`src/rtl/burst_bus_arbiter_if.sv`:
```
`default_nettype none
// ============================================================================
//  Module   : burst_bus_if
//  Purpose  : SDRAM-style burst bus. Commands (read/write) with a fixed beat
//             count, write data beats following the accept cycle, read data
//             returned later as rd_data_valid pulses in command order.
//  Revision : 1.0  initial release
// ============================================================================
interface burst_bus_if #(
  parameter int ADDR_W = 24,
  parameter int DATA_W = 32,
  parameter int MASK_W = DATA_W / 8
);
  logic              cmd_en;
  logic              cmd;            // 1 = write, 0 = read
  logic [ADDR_W-1:0] addr;
  logic [DATA_W-1:0] wr_data;
  logic [MASK_W-1:0] data_mask;
  logic              ready;
  logic [DATA_W-1:0] rd_data;
  logic              rd_data_valid;

  // Requester side: issues commands and write beats, receives read data.
  modport master (
    output cmd_en, cmd, addr, wr_data, data_mask,
    input  ready, rd_data, rd_data_valid
  );

  // Responder side: accepts commands, returns read data.
  modport slave (
    input  cmd_en, cmd, addr, wr_data, data_mask,
    output ready, rd_data, rd_data_valid
  );
endinterface
`default_nettype wire

```
`src/rtl/burst_bus_arbiter.sv`:
```
`default_nettype none
// ============================================================================
//  Module   : burst_bus_arbiter
//  Purpose  : Shares one burst-bus memory controller port between two
//             requesters (port 0 video scanout, port 1 debug/CPU writer).
//             Arbitrates commands, locks the bus for the data beats of a
//             write burst and steers returning read beats to the requester
//             that issued the read using an owner-tag FIFO.
//  Revision : 1.0  initial release
// ============================================================================
module burst_bus_arbiter #(
  parameter int BURST_BEATS     = 4,
  parameter int MAX_OUTSTANDING = 4,
  parameter int FIXED_PRIORITY  = 0
) (
  input  wire logic                             clk,
  input  wire logic                             reset_n,
  burst_bus_if.slave                            m0,
  burst_bus_if.slave                            m1,
  burst_bus_if.master                           mem,
  output logic                                  owner,
  output logic [$clog2(MAX_OUTSTANDING):0]      outstanding,
  output logic                                  protocol_error
);

  localparam int BEAT_W = (BURST_BEATS > 1) ? $clog2(BURST_BEATS) : 1;
  localparam int PTR_W  = (MAX_OUTSTANDING > 1) ? $clog2(MAX_OUTSTANDING) : 1;
  localparam int CNT_W  = $clog2(MAX_OUTSTANDING) + 1;

  localparam logic [BEAT_W-1:0] LAST_BEAT = BEAT_W'(BURST_BEATS - 1);
  localparam logic [PTR_W-1:0]  LAST_PTR  = PTR_W'(MAX_OUTSTANDING - 1);
  localparam logic [CNT_W-1:0]  FULL_CNT  = CNT_W'(MAX_OUTSTANDING);

  typedef enum logic [0:0] {
    ST_IDLE        = 1'b0,
    ST_WRITE_BEATS = 1'b1
  } state_t;

  // Registered state
  state_t                     state_q, state_d;
  logic [BEAT_W-1:0]          beat_q, beat_d;          // write beat index
  logic                       owner_q, owner_d;        // last granted port
  logic                       prefer_q, prefer_d;      // port favoured on a tie
  logic [MAX_OUTSTANDING-1:0] tag_q, tag_d;            // owner of each queued read
  logic [PTR_W-1:0]           wr_ptr_q, wr_ptr_d;
  logic [PTR_W-1:0]           rd_ptr_q, rd_ptr_d;
  logic [CNT_W-1:0]           count_q, count_d;        // reads awaiting data
  logic [BEAT_W-1:0]          ret_beat_q, ret_beat_d;  // read return beat index
  logic                       perr_q, perr_d;

  // Combinational arbitration / FIFO status
  logic fifo_empty;
  logic fifo_full;
  logic head_tag;
  logic ret_valid;
  logic pop;
  logic elig0;
  logic elig1;
  logic win;
  logic win_elig;
  logic win_cmd;
  logic idle;
  logic accept;
  logic push;
  logic data_sel;

  // Pick the winning requester and derive FIFO push/pop for this cycle.
  always_comb begin
    fifo_empty = (count_q == '0);
    head_tag   = tag_q[rd_ptr_q];
    ret_valid  = mem.rd_data_valid && !fifo_empty;
    pop        = ret_valid && (ret_beat_q == LAST_BEAT);
    // A pop this cycle frees its slot, so a full FIFO can take a new read now.
    fifo_full  = (count_q == FULL_CNT) && !pop;
    elig0      = m0.cmd_en && (m0.cmd || !fifo_full);
    elig1      = m1.cmd_en && (m1.cmd || !fifo_full);
    if (FIXED_PRIORITY != 0) begin
      win = !elig0 && elig1;
    end else if (elig0 && elig1) begin
      win = prefer_q;
    end else begin
      win = elig1;
    end
    win_elig = win ? elig1 : elig0;
    win_cmd  = win ? m1.cmd : m0.cmd;
    idle     = (state_q == ST_IDLE);
    accept   = idle && win_elig && mem.ready;
    push     = accept && !win_cmd;
    // Write data follows the winner while idle, the burst owner during beats.
    data_sel = idle ? win : owner_q;
  end

  // Bus muxing toward memory and back to the requesters; all forced low in reset.
  always_comb begin
    mem.cmd_en       = 1'b0;
    mem.cmd          = 1'b0;
    mem.addr         = '0;
    mem.wr_data      = '0;
    mem.data_mask    = '0;
    m0.ready         = 1'b0;
    m1.ready         = 1'b0;
    m0.rd_data       = '0;
    m1.rd_data       = '0;
    m0.rd_data_valid = 1'b0;
    m1.rd_data_valid = 1'b0;
    if (reset_n) begin
      if (idle) begin
        mem.cmd_en = win_elig;
        mem.cmd    = win_cmd;
        mem.addr   = win ? m1.addr : m0.addr;
      end
      mem.wr_data      = data_sel ? m1.wr_data : m0.wr_data;
      mem.data_mask    = data_sel ? m1.data_mask : m0.data_mask;
      m0.ready         = idle && elig0 && !win && mem.ready;
      m1.ready         = idle && elig1 && win && mem.ready;
      m0.rd_data       = mem.rd_data;
      m1.rd_data       = mem.rd_data;
      m0.rd_data_valid = ret_valid && !head_tag;
      m1.rd_data_valid = ret_valid && head_tag;
    end
  end

  // Next-state: write-burst FSM, grant bookkeeping, tag FIFO and error flag.
  always_comb begin
    state_d    = state_q;
    beat_d     = beat_q;
    owner_d    = owner_q;
    prefer_d   = prefer_q;
    tag_d      = tag_q;
    wr_ptr_d   = wr_ptr_q;
    rd_ptr_d   = rd_ptr_q;
    count_d    = count_q;
    ret_beat_d = ret_beat_q;
    perr_d     = perr_q || (mem.rd_data_valid && fifo_empty);

    case (state_q)
      ST_IDLE: begin
        if (accept) begin
          owner_d  = win;
          prefer_d = !win;
          if (win_cmd && (BURST_BEATS > 1)) begin
            state_d = ST_WRITE_BEATS;
            beat_d  = BEAT_W'(1);
          end
        end
      end
      ST_WRITE_BEATS: begin
        if (beat_q == LAST_BEAT) begin
          state_d = ST_IDLE;
          beat_d  = '0;
        end else begin
          beat_d = beat_q + 1'b1;
        end
      end
      default: begin
        state_d = ST_IDLE;
        beat_d  = '0;
      end
    endcase

    if (push) begin
      tag_d[wr_ptr_q] = win;
      wr_ptr_d        = (wr_ptr_q == LAST_PTR) ? '0 : wr_ptr_q + 1'b1;
    end

    if (ret_valid) begin
      ret_beat_d = pop ? '0 : ret_beat_q + 1'b1;
    end
    if (pop) begin
      rd_ptr_d = (rd_ptr_q == LAST_PTR) ? '0 : rd_ptr_q + 1'b1;
    end

    case ({push, pop})
      2'b10:   count_d = count_q + 1'b1;
      2'b01:   count_d = count_q - 1'b1;
      default: count_d = count_q;
    endcase
  end

  // State registers; reset abandons any burst in flight and empties the FIFO.
  always_ff @(posedge clk or negedge reset_n) begin
    if (!reset_n) begin
      state_q    <= ST_IDLE;
      beat_q     <= '0;
      owner_q    <= 1'b0;
      prefer_q   <= 1'b0;
      tag_q      <= '0;
      wr_ptr_q   <= '0;
      rd_ptr_q   <= '0;
      count_q    <= '0;
      ret_beat_q <= '0;
      perr_q     <= 1'b0;
    end else begin
      state_q    <= state_d;
      beat_q     <= beat_d;
      owner_q    <= owner_d;
      prefer_q   <= prefer_d;
      tag_q      <= tag_d;
      wr_ptr_q   <= wr_ptr_d;
      rd_ptr_q   <= rd_ptr_d;
      count_q    <= count_d;
      ret_beat_q <= ret_beat_d;
      perr_q     <= perr_d;
    end
  end

  assign owner          = owner_q;
  assign outstanding    = count_q;
  assign protocol_error = perr_q;

endmodule
`default_nettype wire

```
`src/flat_wrapper.sv`:
```
// flat-port wrapper written by rule: the top's interface ports become plain ports
module burst_bus_arbiter_flat 
#(
  parameter int BURST_BEATS     = 4,
  parameter int MAX_OUTSTANDING = 4,
  parameter int FIXED_PRIORITY  = 0
)
  (clk, reset_n, owner, outstanding, protocol_error, m0_cmd_en, m0_cmd, m0_addr, m0_wr_data, m0_data_mask, m0_ready, m0_rd_data, m0_rd_data_valid, m1_cmd_en, m1_cmd, m1_addr, m1_wr_data, m1_data_mask, m1_ready, m1_rd_data, m1_rd_data_valid, mem_cmd_en, mem_cmd, mem_addr, mem_wr_data, mem_data_mask, mem_ready, mem_rd_data, mem_rd_data_valid);
  burst_bus_if #(.ADDR_W(24), .DATA_W(32)) m0_i ();
  burst_bus_if #(.ADDR_W(24), .DATA_W(32)) m1_i ();
  burst_bus_if #(.ADDR_W(24), .DATA_W(32)) mem_i ();
  input  wire logic clk;
  input  wire logic reset_n;
  output logic owner;
  output logic [$clog2(MAX_OUTSTANDING):0] outstanding;
  output logic protocol_error;
  input wire logic [$bits(m0_i.cmd_en)-1:0] m0_cmd_en;
  input wire logic [$bits(m0_i.cmd)-1:0] m0_cmd;
  input wire logic [$bits(m0_i.addr)-1:0] m0_addr;
  input wire logic [$bits(m0_i.wr_data)-1:0] m0_wr_data;
  input wire logic [$bits(m0_i.data_mask)-1:0] m0_data_mask;
  output wire logic [$bits(m0_i.ready)-1:0] m0_ready;
  output wire logic [$bits(m0_i.rd_data)-1:0] m0_rd_data;
  output wire logic [$bits(m0_i.rd_data_valid)-1:0] m0_rd_data_valid;
  input wire logic [$bits(m1_i.cmd_en)-1:0] m1_cmd_en;
  input wire logic [$bits(m1_i.cmd)-1:0] m1_cmd;
  input wire logic [$bits(m1_i.addr)-1:0] m1_addr;
  input wire logic [$bits(m1_i.wr_data)-1:0] m1_wr_data;
  input wire logic [$bits(m1_i.data_mask)-1:0] m1_data_mask;
  output wire logic [$bits(m1_i.ready)-1:0] m1_ready;
  output wire logic [$bits(m1_i.rd_data)-1:0] m1_rd_data;
  output wire logic [$bits(m1_i.rd_data_valid)-1:0] m1_rd_data_valid;
  output wire logic [$bits(mem_i.cmd_en)-1:0] mem_cmd_en;
  output wire logic [$bits(mem_i.cmd)-1:0] mem_cmd;
  output wire logic [$bits(mem_i.addr)-1:0] mem_addr;
  output wire logic [$bits(mem_i.wr_data)-1:0] mem_wr_data;
  output wire logic [$bits(mem_i.data_mask)-1:0] mem_data_mask;
  input wire logic [$bits(mem_i.ready)-1:0] mem_ready;
  input wire logic [$bits(mem_i.rd_data)-1:0] mem_rd_data;
  input wire logic [$bits(mem_i.rd_data_valid)-1:0] mem_rd_data_valid;
  assign m0_i.cmd_en = m0_cmd_en;
  assign m0_i.cmd = m0_cmd;
  assign m0_i.addr = m0_addr;
  assign m0_i.wr_data = m0_wr_data;
  assign m0_i.data_mask = m0_data_mask;
  assign m0_ready = m0_i.ready;
  assign m0_rd_data = m0_i.rd_data;
  assign m0_rd_data_valid = m0_i.rd_data_valid;
  assign m1_i.cmd_en = m1_cmd_en;
  assign m1_i.cmd = m1_cmd;
  assign m1_i.addr = m1_addr;
  assign m1_i.wr_data = m1_wr_data;
  assign m1_i.data_mask = m1_data_mask;
  assign m1_ready = m1_i.ready;
  assign m1_rd_data = m1_i.rd_data;
  assign m1_rd_data_valid = m1_i.rd_data_valid;
  assign mem_cmd_en = mem_i.cmd_en;
  assign mem_cmd = mem_i.cmd;
  assign mem_addr = mem_i.addr;
  assign mem_wr_data = mem_i.wr_data;
  assign mem_data_mask = mem_i.data_mask;
  assign mem_i.ready = mem_ready;
  assign mem_i.rd_data = mem_rd_data;
  assign mem_i.rd_data_valid = mem_rd_data_valid;
  burst_bus_arbiter #(.BURST_BEATS(BURST_BEATS), .MAX_OUTSTANDING(MAX_OUTSTANDING), .FIXED_PRIORITY(FIXED_PRIORITY)) u_core (.clk(clk), .reset_n(reset_n), .m0(m0_i), .m1(m1_i), .mem(mem_i), .owner(owner), .outstanding(outstanding), .protocol_error(protocol_error));
endmodule
```
`config.mk`:
```
export PLATFORM = sky130hd
export DESIGN_NAME = burst_bus_arbiter_flat
export DESIGN_NICKNAME = d
export VERILOG_FILES = /design/src/rtl/burst_bus_arbiter_if.sv /design/src/rtl/burst_bus_arbiter.sv /design/src/flat_wrapper.sv
export SDC_FILE = /design/constraint.sdc
export NUM_CORES = 1
export LEC_CHECK = 0
export BUFFER_PORTS_ARGS = -buffer_cell sky130_fd_sc_hd__buf_4
export CORE_AREA = 2 2 113 115
export DETAILED_ROUTE_END_ITERATION = 10
export DIE_AREA = 0 0 115 117
export GPL_TIMING_DRIVEN = 0
export SYNTH_ARGS = -nofsm -noshare
export SYNTH_HDL_FRONTEND = slang
export SYNTH_SLANG_ARGS = --single-unit
export TNS_END_PERCENT = 5
```
`constraint.sdc`:
```
create_clock -name clk -period 3 [get_ports clk]
set_clock_uncertainty 0.15 [all_clocks]
set_input_delay 0 -clock clk [delete_from_list [all_inputs] [get_ports clk]]
set_output_delay 0 -clock clk [all_outputs]
set_load 0.05 [all_outputs]
```
==> flow_summary.toml <==
[drt]
wirelength_um = 12000
via_count = 3667
drc_errors = 0
vias_per_cell = 4.42
drt-initial-drc-count = 165
postRouteAntennaNets = 0
drtPass1Iterations = 4
wl_per_cell_um = 14.5

[worst_setup_path]
cp-end-kind = "register"
r2r_cells = 11
r2r_setup_slack_ns = 0.23
cp.arrival_ns = 2.80
reg2reg_to = "u_core.outstanding[2]"
cp.required_ns = 3.02
endpoint = "u_core.outstanding[2]"
worstSetupStartpointType = "register"
critPathLaunch = "u_core.ret_beat_q[0]"
crit_path_max_fanout = 4
path_class = "register to register"
r2r-start = "u_core.ret_beat_q[0]"

[global_route]
grt_pass1_wl_um = 17300
grt_max_degree = 21
antenna_found_initial = 0
grt_overflow_total = 0
grtUsageTotal = 0.160
grt_pass1_vias = 3365

[layout]
finalNetCount = 849
antenna_cells = 0
drive_above_1_share = 0.535
layoutNonFillerInstCount = 829
final_core_util = 0.413
area_growth_pct = 100

[floorplan]
start_util = 0.206
die_w_um = 115
die_y_um = 117
rows = 41
dieArea_um2 = 13500
io_pins = 295
core_area_um2 = 12300

[sta]
relSlewSlack = 0.701
holdWs_ns = 0.0105
max_freq_mhz = 360
worst_pin_slew_ns = 0.448
post-route-min-period_ns = 2.77
rsz0062_at_grt = "no"
hold_violations = 0
finalCritPeriodShare = 0.925
tns_ns = 0
setup_violations = 0
slew_violations = 0

[yosys]
synth_top_flop_cell = "dfrtp_1"
synthCells = 377
async_flop_share = 1.00
ys_seq_area_frac = 0.187
ys_ff_latch = 19
yosysWarnings = 0
synth_nets = 546
syn_area_um2 = 2540
synth_edf_count = 0
synth_cell_type_count = 44
avgSynthCellArea_um2 = 6.73

[clock_tree]
htree_num_levels = 1
cts_root_buf = "clkbuf_16"
clk_pin_slew_ns = 0.05
clk_path_buf_depth = 2
numClockSinks = 19
cts_buffers = 3
cts_tree = "built"
clkLatencyLatePin_ns = 0.25

[run_status]
status = "complete, no violations"

[place]
port_buffers = 294
hpwl_um = 10200
placedCellCount = 821
gp_congestion = 0.861

[worst_hold_path]
holdCritPathClass = "primary input to asynchronous set/reset pin"

[flow_run]
maxCapViolCount = 0

[pwr]
power_density_nw_per_um2 = 742
p_leak_uw = 0.00281
ir_worst_vdd_uv = 290
final cells by class:
class	count	area, µm²
Inverter	10	37.5
Clock buffer	4	78.8
Buffer	59	397
Timing Repair Buffer	298	2240
Multi-Input combinational cell	289	1660
Tap cell	150	188
Fill cell	1284	7230
Sequential cell	19	475
power by group:
part	switching, µW	internal, µW	total [µW]	leakage, µW
logic	1960	1020	2980	0.00255
registers	128	386	513	0.000227
clock network	93.3	181	274	0.0000382
total	2180	1590	3770	0.00281
through the flow:
| step | cell area, µm² | worst slack, ns | power (µW) |
|---|---|---|---|
| 3_3_place_gp | 4940 | -0.0306 | 3440 |
| 4_1_cts | 5040 | 0.00925 | 3780 |
| 3_5_place_dp | 4940 | -0.0431 | 3490 |
| 6_report | 5080 | 0.225 | 3770 |
| 5_1_grt | 5080 | 0.0352 | 4020 |
| 2_1_floorplan | 2540 | 0.218 | 2540 |
per-layer routing:
metal / share of wire / GRT usage / vias to the layer above
met1: 0.40 / 0.197 / 1685
met2: 0.52 / 0.295 / 138
li1: - / - / 1833
met4: 0.014 / 0.0386 / 0
met3: 0.065 / 0.0211 / 11
met5: 0 / 0 / -
sequential cells by signal (all words and copies together), names as in the netlist, 2 cells and up:
register and flops:
u_core.ret_beat_q 2, u_core.wr_ptr_q 2, u_core.beat_q 2, u_core.outstanding 3
u_core.rd_ptr_q 2, u_core.tag_q 4
worst min path at each step:
stage	start	endpoint	depth (start not counted)
global placement	reset_n	u_core.outstanding[2]	1
floorplan	reset_n	u_core.beat_q[0]	0
detailed placement	reset_n	u_core.outstanding[2]	1
finish	reset_n	u_core.tag_q[2]	2
global route	reset_n	u_core.wr_ptr_q[1]	2
CTS	reset_n	u_core.owner	2
worst max-delay path: stages, from the launching register on:
cell	delay, ns
dfrtp_1	0.39
ha_2	0.22
a211oi_2	0.27
nand2_1	0.10
a311o_2	0.40
nand2_1	0.14
ha_2	0.21
inv_1	0.05
fa_1	0.36
xor2_1	0.15
nor2_1	0.11
xor2_1	0.15
cells in the mapped netlist, types with 2 or more instances:
master     n  area, µm²
mux2_1     6       67.6
nand2_1   94        353
buf_6      5       56.3
nand2b_1   2       12.5
o21ai_0    2       10.0
nand3_1   76        380
ha_1       8        100
and2_1    32        200
buf_2      5       25.0
clkbuf_1  11       41.3
mux2_2     3       33.8
a21oi_1   27        135
buf_1      3       11.3
xor2_1     2       17.5
buf_4     35        263
nor3_1     2       10.0
a21o_1     2       15.0
inv_1     10       37.5
nor2_1     8       30.0
dfrtp_1   19        475
nor2b_1    2       12.5
logic make-up after synthesis:
| kind of cell | Yosys count | synth area share |
|---|---|---|
| simple gates | 221 | 0.411 |
| buf+inv | 69 | 0.171 |
| compound gates | 45 | 0.121 |
| flops | 19 | 0.187 |
| mux | 11 | 0.0527 |
| fa+ha+maj | 9 | 0.0473 |
| xor+xnor | 3 | 0.0104 |
what timing repair did:
item,CTS,global route
resized for setup,1,5
endpoints found under the hold margin,20,0
hold buffers,2,0
buffers inserted,0,2
endpoints found under the setup margin,1,1
pin swaps,0,3
cells in the final DEF, fill, tap and decap left out, drive strengths merged, types with 2 or more instances in the layout:
cell type	netlist	layout
nor3	3	3
ha	8	8
o21ai	5	5
mux2	9	9
dfrtp	19	19
buf	48	344
clkbuf	11	15
inv	10	10
a21o	2	2
a21oi	27	27
nor2b	2	2
dlygate4sd3	0	2
nand2b	2	2
nand2	94	94
o21a	2	2
nor2	8	8
xor2	2	2
and2	32	32
nand3	76	76
No activity file was read; power rests on OpenSTA's default activity.
